### src/rtl/fetch_pkg.sv
// Shared fetch-stage types and constants: FSM state encoding, widths, default reset PC.
// Used by pc_fetch_unit and its optional stall counter (FETCH_PERF_EN).
package fetch_pkg;

  localparam int PC_W    = 32;
  localparam int INSTR_W = 32;

  localparam logic [PC_W-1:0] RESET_PC_DEFAULT = 32'h0000_0000;

  typedef enum logic [1:0] {
    REQ,
    WAIT,
    HOLD,
    DROP
  } fetch_state_t;

  // Word-address increment; wraps modulo 2^32 by construction.
  function automatic logic [PC_W-1:0] pc_inc(input logic [PC_W-1:0] p);
    return p + 1'b1;
  endfunction

endpackage

### src/rtl/fetch_perf_counter.sv
// Saturating event counter, one-cycle update, cleared only by synchronous reset.
// No backpressure: counts every cycle inc is high until it pins at all-ones.
module fetch_perf_counter #(
  parameter int W = 32
) (
  input  logic         clk,
  input  logic         rst,
  input  logic         inc,
  output logic [W-1:0] count
);

  always_ff @(posedge clk) begin
    if (rst) begin
      count <= '0;
    end else if (inc && (count != '1)) begin
      count <= count + 1'b1;
    end
  end

endmodule

### src/rtl/pc_fetch_unit.sv
// Fetch sequencer: one outstanding imem request, bundle to decode the edge after the response; holds it while if_ready is low.
// Redirect overrides every transition. FETCH_PERF_EN adds the stall_count port (saturating decode-stall counter).
module pc_fetch_unit
  import fetch_pkg::*;
#(
  parameter logic [PC_W-1:0] RESET_PC = RESET_PC_DEFAULT
) (
  input  logic               clk,
  input  logic               rst,
  input  logic               redirect_valid,
  input  logic [PC_W-1:0]    redirect_pc,
  output logic               imem_req_valid,
  output logic [PC_W-1:0]    imem_req_addr,
  input  logic               imem_req_ready,
  input  logic               imem_rsp_valid,
  input  logic [INSTR_W-1:0] imem_rsp_data,
  output logic               if_valid,
  output logic [INSTR_W-1:0] if_instr,
  output logic [PC_W-1:0]    if_pc,
  output logic [PC_W-1:0]    if_npc,
  input  logic               if_ready
`ifdef FETCH_PERF_EN
  ,
  output logic [31:0]        stall_count
`endif
);

  fetch_state_t    state, state_nxt;
  logic [PC_W-1:0] pc, pc_nxt, req_pc;
  logic            req_fire, capture, release_bundle;

  assign imem_req_valid = (state == REQ) && !rst;
  assign imem_req_addr  = pc;
  assign req_fire       = imem_req_valid && imem_req_ready;

  always_ff @(posedge clk) begin
    if (rst) state <= REQ;
    else     state <= state_nxt;
  end

  always_comb begin
    state_nxt      = state;
    pc_nxt         = pc;
    capture        = 1'b0;
    release_bundle = 1'b0;
    case (state)
      REQ:  if (req_fire) begin
              pc_nxt    = pc_inc(pc);
              state_nxt = WAIT;
            end
      WAIT: if (imem_rsp_valid) begin
              capture   = 1'b1;
              state_nxt = HOLD;
            end
      HOLD: if (if_ready) begin
              release_bundle = 1'b1;
              state_nxt      = REQ;
            end
      DROP: if (imem_rsp_valid) state_nxt = REQ;
    endcase

    // A redirect kills whatever is in flight; a request accepted this cycle still owes a response.
    if (redirect_valid) begin
      pc_nxt  = redirect_pc;
      capture = 1'b0;
      case (state)
        REQ:  state_nxt = req_fire ? DROP : REQ;
        WAIT: state_nxt = imem_rsp_valid ? REQ : DROP;
        HOLD: begin
                release_bundle = 1'b1;
                state_nxt      = REQ;
              end
        DROP: state_nxt = imem_rsp_valid ? REQ : DROP;
      endcase
    end
  end

  always_ff @(posedge clk) begin
    if (rst) begin
      pc       <= RESET_PC;
      req_pc   <= '0;
      if_valid <= 1'b0;
      if_instr <= '0;
      if_pc    <= '0;
      if_npc   <= '0;
    end else begin
      pc <= pc_nxt;
      if (req_fire) req_pc <= pc;
      if (capture) begin
        if_valid <= 1'b1;
        if_instr <= imem_rsp_data;
        if_pc    <= req_pc;
        if_npc   <= pc_inc(req_pc);
      end else if (release_bundle) begin
        if_valid <= 1'b0;
      end
    end
  end

`ifdef FETCH_PERF_EN
  fetch_perf_counter #(.W(32)) u_perf (
    .clk   (clk),
    .rst   (rst),
    .inc   (if_valid && !if_ready && !redirect_valid),
    .count (stall_count)
  );
`endif

endmodule

### config.mk
export PLATFORM = sky130hd
export DESIGN_NAME = pc_fetch_unit
export DESIGN_NICKNAME = d
export VERILOG_FILES = /design/src/rtl/fetch_pkg.sv /design/src/rtl/fetch_perf_counter.sv /design/src/rtl/pc_fetch_unit.sv
export SDC_FILE = /design/constraint.sdc
export NUM_CORES = 1
export LEC_CHECK = 0
export CORE_MARGIN = 2
export CORE_UTILIZATION = 52
export DETAILED_ROUTE_END_ITERATION = 10
export PLACE_DENSITY_LB_ADDON = 0.1
export REMOVE_ABC_BUFFERS = 1
export SYNTH_ARGS = -nofsm -noshare
export SYNTH_HDL_FRONTEND = slang
export SYNTH_SLANG_ARGS = --single-unit
### constraint.sdc
create_clock -name clk -period 2.9 [get_ports clk]
set_clock_uncertainty 0.2 [all_clocks]
set_input_delay 0.58 -clock clk [delete_from_list [all_inputs] [get_ports clk]]
set_output_delay 0.58 -clock clk [all_outputs]
set_load 0.005 [all_outputs]
Word-level counts from Yosys, hierarchy flattened

Index checks and enable logic that the tools add are counted.

Register bits: 163
Input bits: 70

$add $sub $neg: 2
Eq/ne operators: 7
Mux-type cells: 21
Reductions and logical operators: 10

Operator list:

| cell                  | number |
|---|---|
| $mux 32               | 3 |
| $add 32x1->32 const B | 2 |
| $mux 2                | 7 |
| $ne 3x3->1 const B    | 4 |
| $mux 1                | 9 |
| $pmux 2 s4            | 1 |
| $pmux 2 s3            | 1 |
| $reduce_bool 2->1     | 3 |
| $eq 2x2->1 const B    | 2 |
| $reduce_and 4->1      | 1 |
| $eq 2x1->1 const B    | 1 |
| $logic_and 1x1->1     | 2 |
| $logic_not 2->1       | 1 |
| $reduce_and 2->1      | 1 |
| $reduce_or 2->1       | 1 |
| $logic_not 1->1       | 1 |

Depth between registers and ports, before layout

Gate-level depths: netlist (run 1).

Word-level depth: 6
Depth in mapped cells: 8
Mapped depth without buffers: 6

Least setup slack after synthesis (run 1)

OpenSTA, ideal clock, no wires.

Path kind: input-to-output
Start: input port rst
End: output port imem_req_valid
Arrival: 1.370 ns
Required time: 2.120 ns
Setup slack: 0.750 ns
Cell stages on the path: 4
Cell sequence: buf_2 > clkbuf_1 > buf_1 > nor3_1

Cells in the longest elaborated chain, start to end: 2

RTL lines:

| what              | line                | RTL |
|---|---|---|
| start, declared   | pc_fetch_unit.sv:9  | `input logic rst,` |
| $logic_not 1->1   | pc_fetch_unit.sv:32 | `assign imem_req_valid = (state == REQ) && !rst;` |
| $logic_and 1x1->1 | pc_fetch_unit.sv:32 |  |
| end, declared     | pc_fetch_unit.sv:12 | `output logic imem_req_valid,` |

Every way passes these cells.

Final worst setup path (run 1)

Start: register req_pc[0]
End: register if_npc[22]

Cells in the longest elaborated chain, start to end: 1

RTL lines:

| what                   | line                | RTL |
|---|---|---|
| start, declared        | pc_fetch_unit.sv:29 | `logic [PC_W-1:0] pc, pc_nxt, req_pc;` |
| start signal, assigned | pc_fetch_unit.sv:88 | `if (req_fire) req_pc <= pc;` |
| $add 32x1->32          | fetch_pkg.sv:19     | `return p + 1'b1;` |
| end signal, assigned   | pc_fetch_unit.sv:93 | `if_npc <= pc_inc(req_pc);` |
| end, declared          | pc_fetch_unit.sv:20 | `output logic [PC_W-1:0] if_npc,` |

Every way passes these cells.
A chain may end at the register's enable or synchronous reset.

==> results of run 1 <==
-- metal layers --
metal / wire length [um] / global-route usage [%] / vias up / part of all wire (%)
li1: - / - / 3305 / -
met1: 8260 / 33.4 / 2963 / 46
met2: 8450 / 40.3 / 184 / 47
met3: 1070 / 5.66 / 21 / 5.9
met4: 304 / 8.82 / 0 / 1.7
met5: 0 / 0 / - / 0
-- cell type report --
type	instances	share of cell area [%]
multi-input combinational	637	35.8
sequential	163	33.8
timing repair buffer	216	22.4
clock buffer	25	5.03
tap	176	2.28
clock inverter	5	0.544
inverter	5	0.194
-- flip-flops by register name, indices dropped and copies added (netlist names) --
register,count
if_instr,32
if_npc,32
if_pc,32
if_valid,1
imem_req_addr,32
req_pc,32
state,2
-- power breakdown --
| part | internal [mW] | leakage, nW | switching (mW) | total, mW |
|---|---|---|---|---|
| sequential | 2.32 | 1.33 | 0.104 | 2.42 |
| combinational | 0.284 | 1.59 | 0.229 | 0.513 |
| clock | 1.24 | 0.263 | 0.853 | 2.09 |
-- worst paths after layout --
| check | from | depth (start not counted) | end |
|---|---|---|---|
| worst max-delay path | req_pc[0]$_SDFFE_PP0P_ | 6 | if_npc[22]$_SDFFE_PP0P_ |
| worst min-delay path | rst | 2 | if_valid$_SDFFE_PP0P_ |
| worst max register to register | req_pc[0]$_SDFFE_PP0P_ | 6 | if_npc[22]$_SDFFE_PP0P_ |
| worst min register to register | if_pc[28]$_SDFFE_PP0P_ | 2 | if_pc[28]$_SDFFE_PP0P_ |
-- stage by stage --
step                      instance area (sq um)  power, mW  hold WS, ps  utilization, %  TNS (ps)
after global routing                       9650       5.21          216            73.2         0
after CTS                                  9650       5.05          215            73.2         0
after detailed placement                   9120       2.98          246            69.1         0
after floorplan                            6730       2.64          247               -   -219100
final                                      9650       5.03          214            73.2         0
after global placement                     9120       2.98          241            69.1         0
-- kinds of logic after synthesis --
logic type | after synthesis | synth area share (%)
buf+inv | 68 | 4.05
simple gates | 404 | 26.9
compound gates | 172 | 14.5
fa+ha+maj | 2 | 0.358
flops | 163 | 46.7
mux | 3 | 0.430
xor+xnor | 56 | 7.02
-- worst register-to-register path: cells and delay by family, from the launching register on --
kind            cells  cell delay, ps
compound gates      1             210
xor+xnor            1             180
flops               1             430
fa+ha+maj           1             230
simple gates        3            1100
-- cell usage in the layout, fill, tap and decap left out, drive strengths merged, types with 5 or more instances in the layout --
master,Yosys,final
nand2,226,226
clkdlybuf4s50,0,198
dfxtp,163,163
a21oi,104,104
nor2,73,73
a211oi,47,47
xor2,32,32
clkbuf,45,25
xnor2,24,24
nand3,24,24
nand4,22,22
buf,18,18
nor3,14,14
and4,10,10
o21ai,9,9
nor4,9,9
and3,8,8
inv,5,5
or3,5,5
a311oi,5,5
==> flow_summary.json, run 1 <==
{
  "status": "complete, no violations",
  "port_buffers": 199,
  "rsz0062_at_grt": "false",
  "synth-main-ff-cell": "dfxtp_1",
  "antenna_cells": 0,
  "cts_hold_buf": 0,
  "critical_path_class": "register to register",
  "hold_violations": 0,
  "syn_area_per_cell_sq_um": 8.05,
  "synth_common_cells": "226 x nand2_1, 163 x dfxtp_1, 104 x a21oi_1, 73 x nor2_1, 47 x a211oi_1",
  "synth-async-reset-ratio_pct": 0,
  "die_h_um": 120,
  "ys_warn_count": 0,
  "clk_pin_slew_ps": 60,
  "seq_area_frac_synth_pct": 46.7,
  "finalCritPeriodShare_pct": 83.9,
  "synth_cell_types": 46,
  "cp_slowest_cell": "nor4_4",
  "fp-row-count": 42,
  "dp_hpwl_um": 12600,
  "startpoint_type": "register",
  "leakagePower_nw": 3.18,
  "slew_headroom_pct": 60.0,
  "routed_via_density": 5.28,
  "routedWlPerCell_um": 14.7,
  "slowest_delay_ps": 600,
  "grt_usage_pct": 25.1,
  "yosys.cell_count.top_type": "nand2_1",
  "dp_cells": 1197,
  "clock_latency_ps": 430,
  "start_util_pct": 53.0,
  "drive_gt1_share_pct": 5.80,
  "cts_htree_levels": 4,
  "critPathArrivalTime_ps": 2570,
  "min_path_type": "primary input to register",
  "multiInputGateArea_sq_um": 3460,
  "cp_cell_sequence": "ha_1, nand3_1, nor4_4, nand4_1, xor2_1, a211oi_1",
  "clockRootBuffer": "clkbuf_16",
  "final_antenna_net_count": 0,
  "layout.nets": 1112,
  "finalWorstSetupSlack_ps": 468,
  "grt_max_degree": 64,
  "setup_viol": 0,
  "drt_iter0_drc": 372,
  "vias": 6473,
  "core-area_sq_um": 13200,
  "cts_max_path_buffers": 2,
  "routabilityCongestion": 0.812,
  "maxSlewViolCount": 0,
  "ir_drop_uv": 304,
  "grt_pass1_wl_um": 29200,
  "synth_edf_count": 0,
  "cts_resized": 0,
  "grt_pass1_vias": 5840,
  "overflow": 0,
  "dr.pass1.iters": 5,
  "cp.required_ps": 3040,
  "cts_tree": "yes",
  "instances_no_fill": 1227,
  "r2r_slack_ps": 470,
  "drv_cap": 0,
  "worstMarginPinSlew_ps": 595,
  "cp-end-kind": "register",
  "synth_top_area_cell": "dfxtp_1",
  "syn_area_sq_um": 6990,
  "syn_to_final_growth_pct": 38.1,
  "fill_cells": 1078,
  "crit_buf_inv": 0,
  "clock_sinks": 163,
  "antenna_found_initial": 0,
  "netlist_instances": 868,
  "synth.area.top_cells": "dfxtp_1 47%, nand2_1 12%, a21oi_1 7.4%",
  "pre_cts_ws_ps": 114,
  "cts_made_buffers": 17,
  "wl_um": 18100,
  "drc": 0,
  "post_cts_buffers": 0,
  "max_freq_mhz": 411,
  "powerDensity_nw_per_um2": 521,
  "period_minus_slack_ps": 2430,
  "critPathMaxFanout": 7,
  "synth_top_area_share_pct": 46.7,
  "die_area_sq_um": 14400,
  "ys_seq_elements": 163,
  "path_delay_family": "simple AND/OR/NAND/NOR gates",
  "io_pins": 200,
  "chipWidth_um": 120,
  "seqCellArea_sq_um": 3260
}
No activity file was read; power rests on OpenSTA's default activity.
==> run 2, diff against run 1 <==
CORE_UTILIZATION = 48   (was 52)
clock period = 2.4 ns   (was 2.9 ns; I/O delays follow)
==> run 2 against run 1 <==
- largest power group unchanged
- final cell count increased by 2.5%
- routed wire length increased by 1.6%
- critical path type is now register to output pin
- sequential cell count unchanged
- register-to-register slack got worse by 230 ps
- power increased by 25%
- highest routed layer unchanged
- sequential share of layout area decreased by 0.83 points
- utilization decreased by 4.3 points
- cell area increased by 2.5%
- die area increased by 8.1%
==> flow_summary.json, run 2 (same netlist as run 1, synthesis figures left out) <==
{
  "cts_tree": "yes",
  "routed_via_density": 5.20,
  "cp-end-kind": "output pin",
  "cp.required_ps": 1720,
  "min_path_type": "primary input to register",
  "post_cts_buffers": 0,
  "rsz0062_at_grt": "false",
  "worstMarginPinSlew_ps": 712,
  "routabilityCongestion": 0.800,
  "start_util_pct": 48.6,
  "cts_htree_levels": 4,
  "period_minus_slack_ps": 2310,
  "fp-row-count": 44,
  "post-route-util_pct": 68.9,
  "overflow": 0,
  "fin_setup_tns_ps": 0,
  "chipWidth_um": 125,
  "wl_um": 18400,
  "core-area_sq_um": 14400,
  "final_antenna_net_count": 0,
  "ir_drop_uv": 505,
  "clock_latency_ps": 430,
  "dp_hpwl_um": 12800,
  "max_freq_mhz": 434,
  "io_pins": 200,
  "grt_max_degree": 69,
  "slowest_delay_ps": 530,
  "drive_gt1_share_pct": 8.10,
  "antenna_found_initial": 0,
  "pre_cts_ws_ps": -101,
  "cts_hold_buf": 0,
  "dr.pass1.iters": 4,
  "port_buffers": 199,
  "place_area_sq_um": 9310,
  "drv_cap": 0,
  "maxSlewViolCount": 0,
  "cp_cell_sequence": "nor3_1, clkdlybuf4s50_1",
  "slew_headroom_pct": 52.5,
  "routedWlPerCell_um": 14.6,
  "vias": 6536,
  "startpoint_type": "register",
  "status": "complete, no violations",
  "layout.nets": 1133,
  "clk_pin_slew_ps": 60,
  "cp_slowest_cell": "clkdlybuf4s50_1",
  "cts_resized": 0,
  "antenna_cells": 0,
  "cts_max_path_buffers": 2,
  "clockRootBuffer": "clkbuf_16",
  "final_common_cell": "nand2_1",
  "finalWorstSetupSlack_ps": 94.1,
  "drt_iter0_drc": 399,
  "fin_area_sq_um": 9900,
  "grt_usage_pct": 23.8,
  "grt_pass1_vias": 6008,
  "hold_violations": 0,
  "syn_to_final_growth_pct": 41.6,
  "grt_pass1_wl_um": 30300,
  "critPathMaxFanout": 9,
  "drc": 0,
  "setup_viol": 0,
  "die_h_um": 125,
  "cts_made_buffers": 17,
  "die_area_sq_um": 15500,
  "leakagePower_nw": 3.31,
  "finalCritPeriodShare_pct": 96.1,
  "mostFrequentLayoutCells": "226 x nand2_1, 198 x clkdlybuf4s50_1, 163 x dfxtp_1",
  "critPathArrivalTime_ps": 1630,
  "clock_sinks": 163,
  "critical_path_class": "register to output pin",
  "powerDensity_nw_per_um2": 634
}
==> run 2: cell types whose count changed in the layout (fill, tap and decap cells not counted), sizes merged <==
cell | before | now
clkinvlp | 1 | 5
buf | 18 | 39
bufinv | 1 | 2
clkbuf | 25 | 21
inv | 5 | 6
==> run 2: area by class of cell <==
type | count | area (sq um)
clock buffer | 21 | 460
clock inverter | 11 | 129
sequential | 163 | 3260
tap | 184 | 230
fill | 1235 | 4470
multi-input combinational | 637 | 3460
inverter | 5 | 18.8
timing repair buffer | 237 | 2340
==> run 2: report_power, final <==
part	internal (mW)	switching [mW]	leakage, nW
Clock	1.59	1.11	0.272
Sequential	2.80	0.113	1.33
Combinational	0.365	0.296	1.71
Total	4.76	1.52	3.31
==> run 2: worst max-delay path, delay by kind of cell, from the launching register on <==
family | cells | cell delay [ps]
buf+inv | 1 | 530
flops | 1 | 430
simple gates | 1 | 240
==> run 2: final timing paths <==
kind | from | endpoint | slack (ps) | cells after the start
worst min register to register | if_instr[20]$_SDFFE_PP0P_ | if_instr[20]$_SDFFE_PP0P_ | 250 | 2
worst min-delay path | rst | if_valid$_SDFFE_PP0P_ | 50 | 2
worst max-delay path | state[1]$_SDFFE_PP0P_ | imem_req_valid | 90 | 2
worst max register to register | req_pc[1]$_SDFFE_PP0P_ | if_npc[22]$_SDFFE_PP0P_ | 240 | 7
==> run 2: per-layer routing <==
layer / global-route usage [%] / vias up / part of all wire (%)
li1: - / 3356 / -
met1: 32.4 / 2977 / 46
met2: 38.7 / 192 / 47
met3: 4.94 / 11 / 5.7
met4: 6.41 / 0 / 0.78
met5: 0 / - / 0
==> run 2: per-stage QoR <==
stage	std cells	total power, mW	hold WS [ps]
6_report	1258	6.28	55.0
5_1_grt	1258	6.53	57.4
3_5_place_dp	1226	3.64	245
3_3_place_gp	1226	3.63	241
2_1_floorplan	805	3.19	247
4_1_cts	1258	6.33	45.7
